## src/rtl/eoc_readout_pkg.sv

```systemverilog
// -----------------------------------------------------------------------------
// eoc_readout_pkg
// Shared types and helpers for the end-of-column readout controller.
//   state_t     : readout FSM states
//   hit_word_t  : {addr, ts_le, ts_te} hit word at the default widths
//   bin2gray / gray2bin : width-generic (up to 32 bits) Gray helpers; callers
//                 zero-extend into and truncate out of the 32-bit form.
// Optional build macro used by the controller: GRAY_TS_EN.
// -----------------------------------------------------------------------------
package eoc_readout_pkg;

  localparam int ADDR_W_DEF = 8;
  localparam int TS_W_DEF   = 8;

  typedef enum logic [2:0] {
    IDLE,
    FRZ,
    RD,
    REL,
    WAIT_FULL
  } state_t;

  typedef struct packed {
    logic [ADDR_W_DEF-1:0] addr;
    logic [TS_W_DEF-1:0]   ts_le;
    logic [TS_W_DEF-1:0]   ts_te;
  } hit_word_t;

  function automatic logic [31:0] bin2gray(input logic [31:0] b);
    return b ^ (b >> 1);
  endfunction

  // Each binary bit is the XOR of all Gray bits at or above it.
  function automatic logic [31:0] gray2bin(input logic [31:0] g);
    logic [31:0] b;
    b = g;
    for (int i = 1; i < 32; i++) begin
      b = b ^ (g >> i);
    end
    return b;
  endfunction

endpackage

```

## src/rtl/eoc_hit_fifo.sv

```systemverilog
// -----------------------------------------------------------------------------
// eoc_hit_fifo
// First-word fall-through FIFO for hit words. The head entry is presented on
// o_data whenever o_valid is high; o_data reads as zero while empty.
// A push is accepted when not full, or when full together with a pop.
// Ports:
//   CK, RST_B        clock, synchronous active-low reset (discards contents)
//   i_push, i_data   write strobe and word
//   i_pop            consumer pop (ignored while empty)
//   o_data, o_valid  head word, not-empty flag
//   o_full           occupancy == DEPTH
// -----------------------------------------------------------------------------
module eoc_hit_fifo
  import eoc_readout_pkg::*;
#(
  parameter type T     = hit_word_t,
  parameter int  DEPTH = 8
) (
  input  logic CK,
  input  logic RST_B,
  input  logic i_push,
  input  T     i_data,
  input  logic i_pop,
  output T     o_data,
  output logic o_valid,
  output logic o_full
);

  localparam int PTR_W = $clog2(DEPTH);
  localparam logic [PTR_W:0] FULL_CNT = (PTR_W+1)'(DEPTH);

  T                 r_mem [DEPTH];
  logic [PTR_W-1:0] r_wr_ptr;
  logic [PTR_W-1:0] r_rd_ptr;
  logic [PTR_W:0]   r_count;
  logic             w_do_push;
  logic             w_do_pop;

  assign o_valid   = (r_count != '0);
  assign o_full    = (r_count == FULL_CNT);
  assign w_do_pop  = i_pop && o_valid;
  assign w_do_push = i_push && (!o_full || w_do_pop);
  assign o_data    = o_valid ? r_mem[r_rd_ptr] : '0;

  // Storage is not reset; the count alone decides what is visible.
  always_ff @(posedge CK) begin
    if (w_do_push) begin
      r_mem[r_wr_ptr] <= i_data;
    end
  end

  always_ff @(posedge CK) begin
    if (!RST_B) begin
      r_wr_ptr <= '0;
      r_rd_ptr <= '0;
      r_count  <= '0;
    end else begin
      if (w_do_push) r_wr_ptr <= r_wr_ptr + 1'b1;
      if (w_do_pop)  r_rd_ptr <= r_rd_ptr + 1'b1;
      case ({w_do_push, w_do_pop})
        2'b10:   r_count <= r_count + 1'b1;
        2'b01:   r_count <= r_count - 1'b1;
        default: r_count <= r_count;
      endcase
    end
  end

endmodule

```

## src/rtl/eoc_readout_ctrl.sv

```systemverilog
// -----------------------------------------------------------------------------
// eoc_readout_ctrl
// End-of-column readout controller. Broadcasts the column timestamp, freezes
// the pixel chain, drains flagged hits one at a time with READ strobes and
// buffers {addr, ts_le, ts_te} words in a FWFT FIFO for the serializer.
// Ports:
//   CK, RST_B            clock, synchronous active-low reset
//   EN                   gates the start of a new hit sequence only
//   HIT_OR               async OR of chain hit flags (2-FF synchronised)
//   ADDR_OUT_B           inverted pixel address, valid while READ
//   TS_LE_B, TS_TE_B     leading/trailing timestamps, valid while READ
//   READ, FREEZE         chain control strobes
//   TS                   timestamp broadcast
//   DOUT, DOUT_VALID     FIFO head and not-empty
//   DOUT_READY           consumer pop
//   FIFO_FULL, OVF_CNT   full flag, saturating count of back-pressure cycles
// Build macro GRAY_TS_EN: TS is Gray-coded and the captured timestamps are
// Gray-decoded before storage. Without it TS is binary and stored as-is.
// -----------------------------------------------------------------------------
module eoc_readout_ctrl
  import eoc_readout_pkg::*;
#(
  parameter int ADDR_W     = ADDR_W_DEF,
  parameter int TS_W       = TS_W_DEF,
  parameter int FIFO_DEPTH = 8,
  parameter int READ_CYC   = 2,
  parameter int SETTLE_CYC = 2,
  parameter int TS_DIV     = 4
) (
  input  logic                     CK,
  input  logic                     RST_B,
  input  logic                     EN,
  input  logic                     HIT_OR,
  input  logic [ADDR_W-1:0]        ADDR_OUT_B,
  input  logic [TS_W-1:0]          TS_LE_B,
  input  logic [TS_W-1:0]          TS_TE_B,
  output logic                     READ,
  output logic                     FREEZE,
  output logic [TS_W-1:0]          TS,
  output logic [ADDR_W+2*TS_W-1:0] DOUT,
  output logic                     DOUT_VALID,
  input  logic                     DOUT_READY,
  output logic                     FIFO_FULL,
  output logic [7:0]               OVF_CNT
);

  typedef struct packed {
    logic [ADDR_W-1:0] addr;
    logic [TS_W-1:0]   ts_le;
    logic [TS_W-1:0]   ts_te;
  } word_t;

  localparam int PRE_W   = (TS_DIV > 1) ? $clog2(TS_DIV) : 1;
  localparam int CNT_MAX = (READ_CYC > SETTLE_CYC + 2) ? READ_CYC : SETTLE_CYC + 2;
  localparam int CNT_W   = $clog2(CNT_MAX + 1);
  localparam logic [CNT_W-1:0] RD_LAST  = CNT_W'(READ_CYC - 1);
  // REL lasts SETTLE_CYC plus the two synchroniser cycles so hit_s reflects
  // the chain after the pixel just read has cleared its flag.
  localparam logic [CNT_W-1:0] REL_LAST = CNT_W'(SETTLE_CYC + 1);

  logic [PRE_W-1:0] r_presc;
  logic [TS_W-1:0]  r_ts_bin;
  logic             r_sync1;
  logic             r_sync2;
  state_t           r_state;
  state_t           w_state_next;
  logic [CNT_W-1:0] r_cnt;
  logic [CNT_W-1:0] w_cnt_next;
  logic [7:0]       r_ovf;
  logic             w_push;
  logic [TS_W-1:0]  w_cap_le;
  logic [TS_W-1:0]  w_cap_te;
  word_t            w_word;
  word_t            w_head;

  // Free-running timestamp, independent of EN and FSM state.
  always_ff @(posedge CK) begin
    if (!RST_B) begin
      r_presc  <= '0;
      r_ts_bin <= '0;
    end else if (r_presc == PRE_W'(TS_DIV - 1)) begin
      r_presc  <= '0;
      r_ts_bin <= r_ts_bin + 1'b1;
    end else begin
      r_presc  <= r_presc + 1'b1;
    end
  end

`ifdef GRAY_TS_EN
  assign TS       = TS_W'(bin2gray(32'(r_ts_bin)));
  assign w_cap_le = TS_W'(gray2bin(32'(TS_LE_B)));
  assign w_cap_te = TS_W'(gray2bin(32'(TS_TE_B)));
`else
  assign TS       = r_ts_bin;
  assign w_cap_le = TS_LE_B;
  assign w_cap_te = TS_TE_B;
`endif

  always_ff @(posedge CK) begin
    if (!RST_B) begin
      r_sync1 <= 1'b0;
      r_sync2 <= 1'b0;
    end else begin
      r_sync1 <= HIT_OR;
      r_sync2 <= r_sync1;
    end
  end

  always_ff @(posedge CK) begin
    if (!RST_B) begin
      r_state <= IDLE;
      r_cnt   <= '0;
    end else begin
      r_state <= w_state_next;
      r_cnt   <= w_cnt_next;
    end
  end

  always_comb begin
    w_state_next = r_state;
    w_cnt_next   = '0;
    w_push       = 1'b0;
    READ         = 1'b0;
    FREEZE       = 1'b0;
    unique case (r_state)
      IDLE: begin
        FREEZE = 1'b1;
        if (EN && r_sync2) w_state_next = FRZ;
      end
      FRZ: begin
        w_state_next = FIFO_FULL ? WAIT_FULL : RD;
      end
      RD: begin
        READ = 1'b1;
        if (r_cnt == RD_LAST) begin
          w_push       = 1'b1;
          w_state_next = REL;
        end else begin
          w_cnt_next = r_cnt + 1'b1;
        end
      end
      REL: begin
        if (r_cnt == REL_LAST) begin
          if (!r_sync2)       w_state_next = IDLE;
          else if (FIFO_FULL) w_state_next = WAIT_FULL;
          else                w_state_next = RD;
        end else begin
          w_cnt_next = r_cnt + 1'b1;
        end
      end
      WAIT_FULL: begin
        if (!FIFO_FULL) w_state_next = RD;
      end
      default: w_state_next = IDLE;
    endcase
  end

  always_ff @(posedge CK) begin
    if (!RST_B) begin
      r_ovf <= '0;
    end else if (r_state == WAIT_FULL && r_ovf != 8'hFF) begin
      r_ovf <= r_ovf + 1'b1;
    end
  end
  assign OVF_CNT = r_ovf;

  assign w_word.addr  = ~ADDR_OUT_B;
  assign w_word.ts_le = w_cap_le;
  assign w_word.ts_te = w_cap_te;

  eoc_hit_fifo #(
    .T     (word_t),
    .DEPTH (FIFO_DEPTH)
  ) u_fifo (
    .CK      (CK),
    .RST_B   (RST_B),
    .i_push  (w_push),
    .i_data  (w_word),
    .i_pop   (DOUT_READY),
    .o_data  (w_head),
    .o_valid (DOUT_VALID),
    .o_full  (FIFO_FULL)
  );

  assign DOUT = w_head;

endmodule

```

## config.mk

```make
export PLATFORM = sky130hd
export DESIGN_NAME = eoc_readout_ctrl
export DESIGN_NICKNAME = d
export VERILOG_FILES = /design/src/rtl/eoc_readout_pkg.sv /design/src/rtl/eoc_hit_fifo.sv /design/src/rtl/eoc_readout_ctrl.sv
export SDC_FILE = /design/constraint.sdc
export NUM_CORES = 1
export LEC_CHECK = 0
export CAP_MARGIN = 10
export CORE_MARGIN = 5
export CORE_UTILIZATION = 55
export DETAILED_ROUTE_END_ITERATION = 8
export GPL_ROUTABILITY_DRIVEN = 0
export GPL_TIMING_DRIVEN = 1
export PLACE_DENSITY = 0.85
export SYNTH_ARGS = -nofsm -noshare
export SYNTH_HDL_FRONTEND = slang
export SYNTH_SLANG_ARGS = --single-unit
export TNS_END_PERCENT = 10
```

## constraint.sdc

```tcl
create_clock -name CK -period 5.7 [get_ports CK]
set_clock_uncertainty 0.15 [all_clocks]
set_input_delay 0.855 -clock CK [delete_from_list [all_inputs] [get_ports CK]]
set_output_delay 0.855 -clock CK [all_outputs]
set_load 0.01 [all_outputs]
```

==> results.json <==
{
  "switching_power_mw": 0.7679,
  "yosys_register_bits": 231,
  "drtAntennaViolNets": 0,
  "vias": 4794,
  "cts-htree-levels": 1,
  "numClockSinks": 231,
  "cts_tree": "built",
  "cp_max_fo": 48,
  "relSlewSlack": 0.2553,
  "seqPwrFrac": 0.526,
  "p_leak_nw": 3.510,
  "chipHeight_um": 139.6,
  "ys_types": 49,
  "synth_top_flop_cell": "edfxtp_1",
  "cp.arrival_ps": 2900,
  "r2r_cells": 9,
  "drt_iter0_markers": 318,
  "worstSetupEndpointType": "output pin",
  "finalSetupViolCount": 0,
  "syn_inst": 517,
  "clk_latency_ps": 490,
  "antenna_found_initial": 0,
  "pwr-share-comb": 0.077,
  "cp.depth": 4,
  "wirelength_um": 17800,
  "wire_per_inst_um": 21.30,
  "cp_cell_sequence": "mux4_2, mux2i_1, nor2_1, clkdlybuf4s50_1",
  "fin_setup_tns_ps": 0,
  "max_freq_mhz": 256.1,
  "start_util": 0.5586,
  "clk_pin_slew_ps": 60,
  "synth_edf_count": 192,
  "root_buffer": "clkbuf_16",
  "die_w_um": 139.6,
  "rsz0062_at_grt": "false",
  "syn_to_final_growth_pct": 18.54,
  "yosysWarnings": 0,
  "reg2reg_to": "u_fifo.r_count[2]",
  "stdcell_count": 836,
  "io_buffer_count": 72,
  "grt_overflow": 0,
  "hold_viol": 0,
  "core-area_sq_um": 16520,
  "critPathCapture": "DOUT[18]",
  "ys_seq_area_frac": 0.7091,
  "post_cts_buffers": 0,
  "cts_buffers": 23,
  "dp.cells": 796,
  "worst_pin_slew_ps": 1114,
  "grt_start_max_net_pins": 49,
  "r2r_slack_ps": 2620,
  "period_share": 0.6849,
  "crit_family": "flip-flops",
  "slowest_delay_ps": 990,
  "cts_resized": 0,
  "path_buf_inv": 1,
  "rr_startpoint": "u_fifo.r_count[1]",
  "cp_slowest_cell": "dfxtp_4",
  "drv_cap": 0,
  "placed_area_sq_um": 10220,
  "p_int_mw": 2.831,
  "drive_gt1_frac": 0.1769,
  "n_antenna_cell": 0,
  "die_area_sq_um": 19480,
  "status": "finished clean",
  "grt_pass1_wl_um": 28240,
  "final_nets": 642,
  "syn_area_per_cell_sq_um": 17.86,
  "setup.worst_path.class": "flip-flop to output pin",
  "holdBufCountCts": 0,
  "first_pass_iters": 5,
  "clock_path_buffers": 3,
  "synth_nets": 558,
  "viasPerCell": 5.734,
  "min_period_ps": 3904,
  "whs_ps": 273.1,
  "hold_class": "flip-flop to flip-flop",
  "critPathRequiredTime_ps": 4700,
  "critPathLaunchType": "flip-flop",
  "switching_share": 0.2134,
  "clockPowerShare": 0.397,
  "power.total_mw": 3.599,
  "drv_slew": 0,
  "netlist_area_sq_um": 9231,
  "grtUsageTotal": 0.1839,
  "num_rows": 47,
  "dp.final_hpwl_um": 10550,
  "power_density_nw_per_um2": 328.8,
  "grt_pass1_vias": 5142,
  "design_area_sq_um": 10940,
  "io_pins": 73,
  "ys_async_sr_fraction": 0,
  "drc_errors": 0,
  "max-vdd-ir-drop_mv": 0.2720
}
[Yosys cell counts (2+ instances only)]
| cell type | n | area share |
|---|---|---|
| nand2_1 | 14 | 0.0057 |
| dfxtp_1 | 39 | 0.085 |
| edfxtp_1 | 192 | 0.62 |
| ha_1 | 12 | 0.016 |
| or3_1 | 3 | 0.0020 |
| a21boi_0 | 3 | 0.0024 |
| nor2b_1 | 6 | 0.0041 |
| o21ai_0 | 7 | 0.0038 |
| xor2_1 | 5 | 0.0047 |
| mux4_2 | 48 | 0.12 |
| nand3_1 | 4 | 0.0022 |
| nand4_1 | 4 | 0.0027 |
| o211ai_1 | 4 | 0.0033 |
| buf_2 | 6 | 0.0033 |
| nand2b_1 | 5 | 0.0034 |
| nor3b_1 | 5 | 0.0041 |
| nor2_1 | 29 | 0.012 |
| and3_1 | 3 | 0.0020 |
| buf_4 | 4 | 0.0033 |
| a21oi_1 | 4 | 0.0022 |
| mux2i_1 | 31 | 0.034 |
| nor3_1 | 8 | 0.0043 |
| and2_1 | 18 | 0.012 |
| clkbuf_1 | 12 | 0.0049 |
| inv_1 | 16 | 0.0065 |
| xnor2_1 | 11 | 0.010 |
| buf_6 | 2 | 0.0024 |
[per-stage QoR]
| stage | setup WS, ps | utilization |
|---|---|---|
| 3_3_place_gp | 2269 | 0.6188 |
| 2_1_floorplan | 1659 | - |
| 4_1_cts | 1687 | 0.6622 |
| 5_1_grt | 1546 | 0.6622 |
| 3_5_place_dp | 2215 | 0.6188 |
| 6_report | 1796 | 0.6622 |
[placed cells by master, fill, tap and decap left out, types with 12 or more instances in the layout]
master,count
buf_4,12
mux4_2,48
mux2i_1,31
nand2_1,14
dfxtp_1,37
clkdlybuf4s50_1,72
nor2_1,26
clkbuf_16,23
inv_1,16
and2_1,18
edfxtp_1,192
ha_1,12
[registers in the layout, indices dropped and copies added (netlist names), named ones only]
register	count
u_fifo.r_rd_ptr	3
u_fifo.r_wr_ptr	3
TS	8
OVF_CNT	8
r_presc	2
u_fifo.r_mem	192
r_sync2	1
u_fifo.r_count	4
r_cnt	3
r_state	3
r_sync1	1
[cell type report]
type | instances | area [sq um]
Fill cell | 1069 | 5582
Inverter | 17 | 63.81
Tap cell | 220 | 275.3
Clock buffer | 24 | 579.3
Clock inverter | 16 | 138.9
Timing Repair Buffer | 84 | 810.8
Sequential cell | 231 | 6551
Multi-Input combinational cell | 244 | 2524
[how the worst min path moves through the flow]
stage | startpoint | to | depth (start not counted)
3_5_place_dp | r_presc[0] | r_presc[0] | 1
6_report | r_presc[0] | r_presc[0] | 1
3_3_place_gp | r_presc[0] | r_presc[0] | 1
2_1_floorplan | r_presc[0] | r_presc[0] | 1
4_1_cts | r_presc[0] | r_presc[0] | 1
5_1_grt | r_presc[0] | r_presc[0] | 1
[kinds of logic (layout without fill, tap and decap cells)]
| family | Yosys count | after routing | synth area share |
|---|---|---|---|
| adder cells (fa/ha/maj) | 12 | 12 | 0.01626 |
| buffers and inverters | 42 | 141 | 0.02114 |
| XOR/XNOR | 16 | 16 | 0.01518 |
| AO/OA/AOI/OAI | 26 | 26 | 0.01952 |
| multiplexers | 79 | 79 | 0.1507 |
| flip-flops | 231 | 231 | 0.7091 |
| AND/OR/NAND/NOR | 111 | 111 | 0.06804 |
[per-layer routing]
metal	share of wire	vias to the layer above	global-route usage	wire length, um
met5	0	-	0	0
met4	0.011	0	0.03366	200
met3	0.070	15	0.04494	1255
met2	0.51	166	0.3107	9015
met1	0.41	2439	0.2497	7331
li1	-	2174	-	-
[power groups by stage]
stage / clock, mW / combinational (mW) / sequential, mW
floorplan: 0 / 0.191 / 1.90
global placement: 0 / 0.266 / 1.93
detailed placement: 0 / 0.275 / 1.93
global route: 1.54 / 0.298 / 1.90
CTS: 1.45 / 0.280 / 1.89
finish: 1.43 / 0.277 / 1.89
(Power assumes the default switching activity.)
